File: config.mk
export PLATFORM = sky130hd
export DESIGN_NAME = ecc_157_wr_enc
export DESIGN_NICKNAME = d
export VERILOG_FILES = /design/src/rtl/ecc_157_pkg.sv /design/src/rtl/ecc_157_enc.sv /design/src/rtl/ecc_157_wr_enc.sv
export SDC_FILE = /design/constraint.sdc
export NUM_CORES = 1
export LEC_CHECK = 0
export ABC_AREA = 1
export CAP_MARGIN = 20
export CORE_UTILIZATION = 50
export DETAILED_ROUTE_END_ITERATION = 10
export PLACE_DENSITY = 0.82
export SLEW_MARGIN = 0
export SYNTH_ARGS = -nofsm -noshare
export SYNTH_HDL_FRONTEND = slang
export SYNTH_SLANG_ARGS = --single-unit
File: constraint.sdc
create_clock -name clk -period 2.5 [get_ports clk]
set_clock_uncertainty 0.15 [all_clocks]
set_input_delay 0.5 -clock clk [delete_from_list [all_inputs] [get_ports clk]]
set_output_delay 0.5 -clock clk [all_outputs]
set_load 0.01 [all_outputs]
File: src/rtl/ecc_157_pkg.sv
// ecc_157_pkg: shared constants, H-matrix and parity function for the 157-bit SECDED code.
// Used by both the write-side encoder and the read-side check/correct path.
package ecc_157_pkg;

    localparam int DATA_WIDTH   = 157;
    localparam int PARITY_WIDTH = 9;
    localparam int HAM_WIDTH    = PARITY_WIDTH - 1;

    typedef logic [DATA_WIDTH-1:0]   data_t;
    typedef logic [PARITY_WIDTH-1:0] parity_t;
    typedef logic [HAM_WIDTH-1:0]    col_t;

    typedef struct packed {
        data_t   data;
        parity_t parity;
        logic    fault;
    } beat_t;

    // Data bit k sits at the k-th non-power-of-two codeword position; its column is that position.
    function automatic logic [DATA_WIDTH*HAM_WIDTH-1:0] build_h_cols();
        logic [DATA_WIDTH*HAM_WIDTH-1:0] c;
        int k;
        c = '0;
        k = 0;
        for (int p = 3; p < 2 ** HAM_WIDTH; p++) begin
            if ((p & (p - 1)) != 0 && k < DATA_WIDTH) begin
                c[k*HAM_WIDTH +: HAM_WIDTH] = p[HAM_WIDTH-1:0];
                k++;
            end
        end
        return c;
    endfunction

    localparam logic [DATA_WIDTH*HAM_WIDTH-1:0] H_COLS = build_h_cols();

    function automatic col_t h_col(input int i);
        return H_COLS[i*HAM_WIDTH +: HAM_WIDTH];
    endfunction

    function automatic parity_t ecc_157_parity(input data_t data);
        col_t syn;
        syn = '0;
        for (int i = 0; i < DATA_WIDTH; i++) begin
            if (data[i]) syn = syn ^ h_col(i);
        end
        return {^data ^ ^syn, syn};
    endfunction

endpackage

File: src/rtl/ecc_157_enc.sv
// ecc_157_enc: combinational SECDED parity generator for one 157-bit payload.
module ecc_157_enc
    import ecc_157_pkg::*;
(
    input  logic [DATA_WIDTH-1:0]   data,
    output logic [PARITY_WIDTH-1:0] parity
);

    assign parity = ecc_157_parity(data);

endmodule

File: src/rtl/ecc_157_wr_enc.sv
// ecc_157_wr_enc: write-side SECDED encoder with redundant encoders, fault status,
// error injection and a 1-deep valid/ready output register.
module ecc_157_wr_enc
    import ecc_157_pkg::*;
#(
    parameter int CNT_WIDTH = 8,
    parameter int INJ_BIT0  = 0,
    parameter int INJ_BIT1  = 1
) (
    input  logic                    clk,
    input  logic                    rst_n,
    input  logic                    in_valid,
    output logic                    in_ready,
    input  logic [DATA_WIDTH-1:0]   in_data,
    input  logic                    bypass,
    input  logic                    ecc_fault_detc_en,
    input  logic                    inj_sbit,
    input  logic                    inj_dbit,
    input  logic                    fault_clr,
    output logic                    out_valid,
    input  logic                    out_ready,
    output logic [DATA_WIDTH-1:0]   out_data,
    output logic [PARITY_WIDTH-1:0] out_parity,
    output logic                    out_ecc_fault,
    output logic                    fault_sticky,
    output logic [CNT_WIDTH-1:0]    fault_cnt
);

    parity_t p0;
    parity_t p1;
    data_t   inj_mask;
    beat_t   beat_q;
    logic    accept;
    logic    fault;
    logic    fault_beat;

    ecc_157_enc u0 (.data(in_data), .parity(p0));
    ecc_157_enc u1 (.data(in_data), .parity(p1));

    assign in_ready   = ~out_valid | out_ready;
    assign accept     = in_valid & in_ready;
    assign fault      = (p0 != p1) & ecc_fault_detc_en & ~bypass;
    assign fault_beat = accept & fault;

    // Injection flips payload only, so stored parity still describes the clean data.
    always_comb begin
        inj_mask           = '0;
        inj_mask[INJ_BIT0] = inj_sbit | inj_dbit;
        inj_mask[INJ_BIT1] = inj_dbit;
    end

    always_ff @(posedge clk or negedge rst_n) begin
        if (!rst_n) begin
            out_valid <= 1'b0;
            beat_q    <= '0;
        end else if (accept) begin
            out_valid     <= 1'b1;
            beat_q.data   <= in_data ^ inj_mask;
            beat_q.parity <= bypass ? '0 : p0;
            beat_q.fault  <= fault;
        end else if (out_ready) begin
            out_valid <= 1'b0;
        end
    end

    assign out_data      = beat_q.data;
    assign out_parity    = beat_q.parity;
    assign out_ecc_fault = beat_q.fault;

    // A clear coinciding with a fault beat restarts the count at one rather than zero.
    always_ff @(posedge clk or negedge rst_n) begin
        if (!rst_n) begin
            fault_sticky <= 1'b0;
            fault_cnt    <= '0;
        end else if (fault_clr) begin
            fault_sticky <= fault_beat;
            fault_cnt    <= {{(CNT_WIDTH-1){1'b0}}, fault_beat};
        end else if (fault_beat) begin
            fault_sticky <= 1'b1;
            if (~&fault_cnt) fault_cnt <= fault_cnt + 1'b1;
        end
    end

endmodule

==> tab_implementation.tex <==
\begin{tabular}{lr}
\hline
Metric & Value \\
\hline
\multicolumn{2}{l}{\textbf{Run status}} \\
Status & finished with violations \\
Failing checks & negative setup slack \\
\multicolumn{2}{l}{\textbf{Route}} \\
Total vias in the final route & 15400 \\
Via count normalized by instance count & around 5.3 \\
Post-route DRC & 0 \\
Number of routed nets with antenna violations & 0 \\
Routed len/inst & 17.6 um \\
Total detailed-routing wirelength & about 50000 um \\
Violation count after the first detailed-route iteration & between 1000 and 1500 \\
Number of iterations in the first detailed-routing pass & 8 \\
\multicolumn{2}{l}{\textbf{STA}} \\
Clock period minus worst slack & between 2 and 3 ns \\
Maximum achievable frequency & roughly 360 MHz \\
Unrepaired setup endpoints after global routing & yes \\
Count of endpoints failing hold in the final timing report & 0 \\
Total count of max-transition violations in the final report & 0 \\
Final cycle utilization of the critical path & 1.10 \\
Setup ws final & -0.258 ns \\
Worst hold margin & $\sim$0.19 ns \\
Setup TNS & -0.327 ns \\
Setup Viol. Count Final & 2 \\
\multicolumn{2}{l}{\textbf{Final layout}} \\
Commonest non-fill, non-tap cell in the layout & nand2\_1 \\
Final core occ & 0.820 \\
Final non-filler cell total & approximately 2900 \\
Fillcell total & 1564 \\
Final layout net count & roughly 2700 \\
Total non-filler cell area in the finished layout & $\sim$0.020 sq mm \\
Highest-count cells in the layout ignoring fill and taps & 776 x nand2\_1, 270 x buf\_4, 204 x nand2\_2 \\
Share of cells above drive strength 1 & 0.337 \\
P\&R area growth vs syn & 58.7\% \\
\multicolumn{2}{l}{\textbf{Worst setup path}} \\
Crit path capture type & register \\
Reg2reg path depth & 5 \\
R2R Path End & out\_data[48]\$\_DFFE\_PN0P\_ \\
Worst setup path endpoint & out\_parity[8]\$\_DFFE\_PN0P\_ \\
Endpoint arrival time on the critical path & 2.95 ns \\
Worst path required time & $\sim$2.7 ns \\
Launching instance or port of the critical path & in\_data[33] \\
Startpoint-to-endpoint class of the critical path & in -> reg \\
Cell with the largest stage delay on the worst path & xnor2\_1 \\
Crit-path max cell delay & about 0.31 ns \\
Startpoint of the lowest-slack register-to-register path & out\_valid\$\_DFFE\_PN0P\_ \\
Most used cell, CP & nand2\_2 \\
Worst R2R Setup Slack & 0.87 ns \\
Startpoint kind of the worst setup timing path & input port \\
CP Cell Sequence & clkdlybuf4s15\_2, xnor2\_1, xor2\_1, inv\_1, nand2\_1, nand2\_1, nand2\_1, nand2\_2, nand2\_2, inv\_1, nor2\_2, nand2\_2, nand2\_1, nand2\_1, nand2\_2, inv\_2, nand2\_4, nand2\_2, nand2\_2, nand2\_2, nand2\_2, nand3\_1, nand3\_1, nand2\_1 \\
Highest fanout seen on the critical path & 3 \\
\multicolumn{2}{l}{\textbf{Power}} \\
Post-route total power & $\sim$14 mW \\
Lkg Pwr & about 11 nW \\
Switching share of total power & 0.427 \\
Total net switching power & between 5 and 6 mW \\
Share of power burned in the clock network & 0.194 \\
Peak supply drop & 593 uV \\
Power per Cell Area & between 600 and 700 mW/mm\^{}2 \\
Combinational share of power & 0.557 \\
Fraction of power consumed by sequential logic & 0.249 \\
Design internal power & between 7 and 8 mW \\
\multicolumn{2}{l}{\textbf{Logic synthesis}} \\
Yosys warning total & 0 \\
Number of synthesized flops with an enable pin & 0 \\
Area share of the largest cell type after synthesis & 0.329 \\
Async S/R FF share, synth & 1.00 \\
Leading cell types by total area after synthesis & dfrtp\_1 33\%, nand2\_1 29\%, xor2\_1 7.0\% \\
Biggest area consumer among synthesized cells & dfrtp\_1 \\
Flip-flop and latch count after synthesis & 167 \\
Distinct cells, synth & 27 \\
Share of the yosys chip area belonging to registers & 0.329 \\
Syn Inst Count & between 1500 and 2000 \\
Post-synth design cell area & about 0.013 sq mm \\
Most used flip-flop cell after synthesis & dfrtp\_1 \\
Post-Syn Area per Cell & around 6.5 sq um \\
\multicolumn{2}{l}{\textbf{CTS}} \\
CTS buffer count & 17 \\
Clock root cell & clkbuf\_16 \\
Clock tree from TritonCTS & done \\
Clock-pin slew of the registers on the worst-case setup and hold paths & $\sim$0.07 ns \\
CTS H-tree lvls & 4 \\
Clock sink count & around 170 \\
Clk\_lat worst skew & approximately 0.44 ns \\
Buffer depth of the longest clock path & 2 \\
\multicolumn{2}{l}{\textbf{GRT}} \\
Via count of the first global-routing pass & around 15000 \\
Total Routing Usage GR & 0.362 \\
GRT overflow & 0 \\
Antenna violations before repair & 2 \\
Maximum number of pins on one net before global-route repair & 124 \\
Global-route wire length before repair & about 74000 um \\
\multicolumn{2}{l}{\textbf{Die}} \\
Std-Cell Rows & between 50 and 60 \\
Die width & approximately 160 um \\
Starting density of the core & 0.517 \\
Placeable core area & 0.0246 sq mm \\
Chip height & approximately 160 um \\
Area enclosed by the die boundary & $\sim$0.026 sq mm \\
I/O Pins & $\sim$340 \\
\multicolumn{2}{l}{\textbf{Placement}} \\
Number of cells after detailed placement & 2780 \\
RePlAce Congestion & between 0.9 and 1 \\
PortBufs & between 300 and 400 \\
Worst slack, placed & -1.02 ns \\
HPWL after detailed placement & roughly 35000 um \\
Area after detailed placement & about 0.018 sq mm \\
\multicolumn{2}{l}{\textbf{Worst hold path}} \\
Path category of the worst min-delay check & in -> reg \\
\multicolumn{2}{l}{\textbf{Run}} \\
MaxCap Viol Count & 0 \\
\hline
\end{tabular}
## cell usage after synthesis (all sizes together), types with 7 or more instances
cell type / count
clkbuf: 24
o21ai: 130
xor2: 107
nand2: 1005
xnor2: 112
or2: 7
nor2: 25
inv: 231
nand3: 95
nand4: 7
buf: 32
nand3b: 19
dfrtp: 167
## routing by layer
layer,part of all wire,track usage,vias up
met4,0.058,0.170,0
met3,0.083,0.0657,239
met1,0.37,0.416,7190
met2,0.49,0.648,872
li1,-,-,7088
met5,0,0,-
## kinds of logic after synthesis
group | count (synthesis) | synth area share
AO/OA/AOI/OAI | 130 | 0.0515
XOR/XNOR | 219 | 0.161
buffers and inverters | 287 | 0.0905
flip-flops | 167 | 0.329
other | 1 | 0.000295
AND/OR/NAND/NOR | 1159 | 0.368
## worst max-delay path, delay by kind of cell
kind                   cells  cell delay [ns]
XOR/XNOR                   2             0.61
buffers and inverters      4             0.46
AND/OR/NAND/NOR           18             1.38
## final cells by class
class,count,area (sq um),share of cell area
Clock inverter,13,116,0.00577
Inverter,231,870,0.0431
Multi-Input combinational cell,1518,8900,0.441
Tap cell,324,405,0.0201
Antenna cell,2,5.00,0.000248
Clock buffer,19,443,0.0220
Sequential cell,167,4180,0.207
Timing Repair Buffer,617,5250,0.260
## what timing repair did
action	CTS	global route
endpoints found under the setup margin	7	6
cloned	0	0
pin swaps	166	113
gates resized for setup	617	235
setup buffers	44	34
hold endpoints to repair	33	0
hold buffers	1	0
## registers in the layout, summed over array words and instances (netlist names)
name,count
out_data,157
out_parity,9
out_valid,1
## power groups by stage
stage	clock [mW]	sequential [mW]	combinational [mW]
after global placement	0	3.39	5.94
after detailed placement	0	3.40	6.10
after floorplan	0	3.57	3.25
after CTS	2.62	3.36	6.73
final	2.63	3.37	7.54
after global routing	2.73	3.41	8.05
## worst min-delay path by stage
stage                       from                         to  cells past startpoint
floorplan                  rst_n    out_data[0]$_DFFE_PN0P_                      0
global placement           rst_n  out_data[120]$_DFFE_PN0P_                      1
detailed placement         rst_n  out_data[120]$_DFFE_PN0P_                      1
CTS                 in_data[141]  out_data[141]$_DFFE_PN0P_                      3
global route        in_data[141]  out_data[141]$_DFFE_PN0P_                      3
finish              in_data[141]  out_data[141]$_DFFE_PN0P_                      3
No activity file was read; power rests on OpenSTA's default activity.
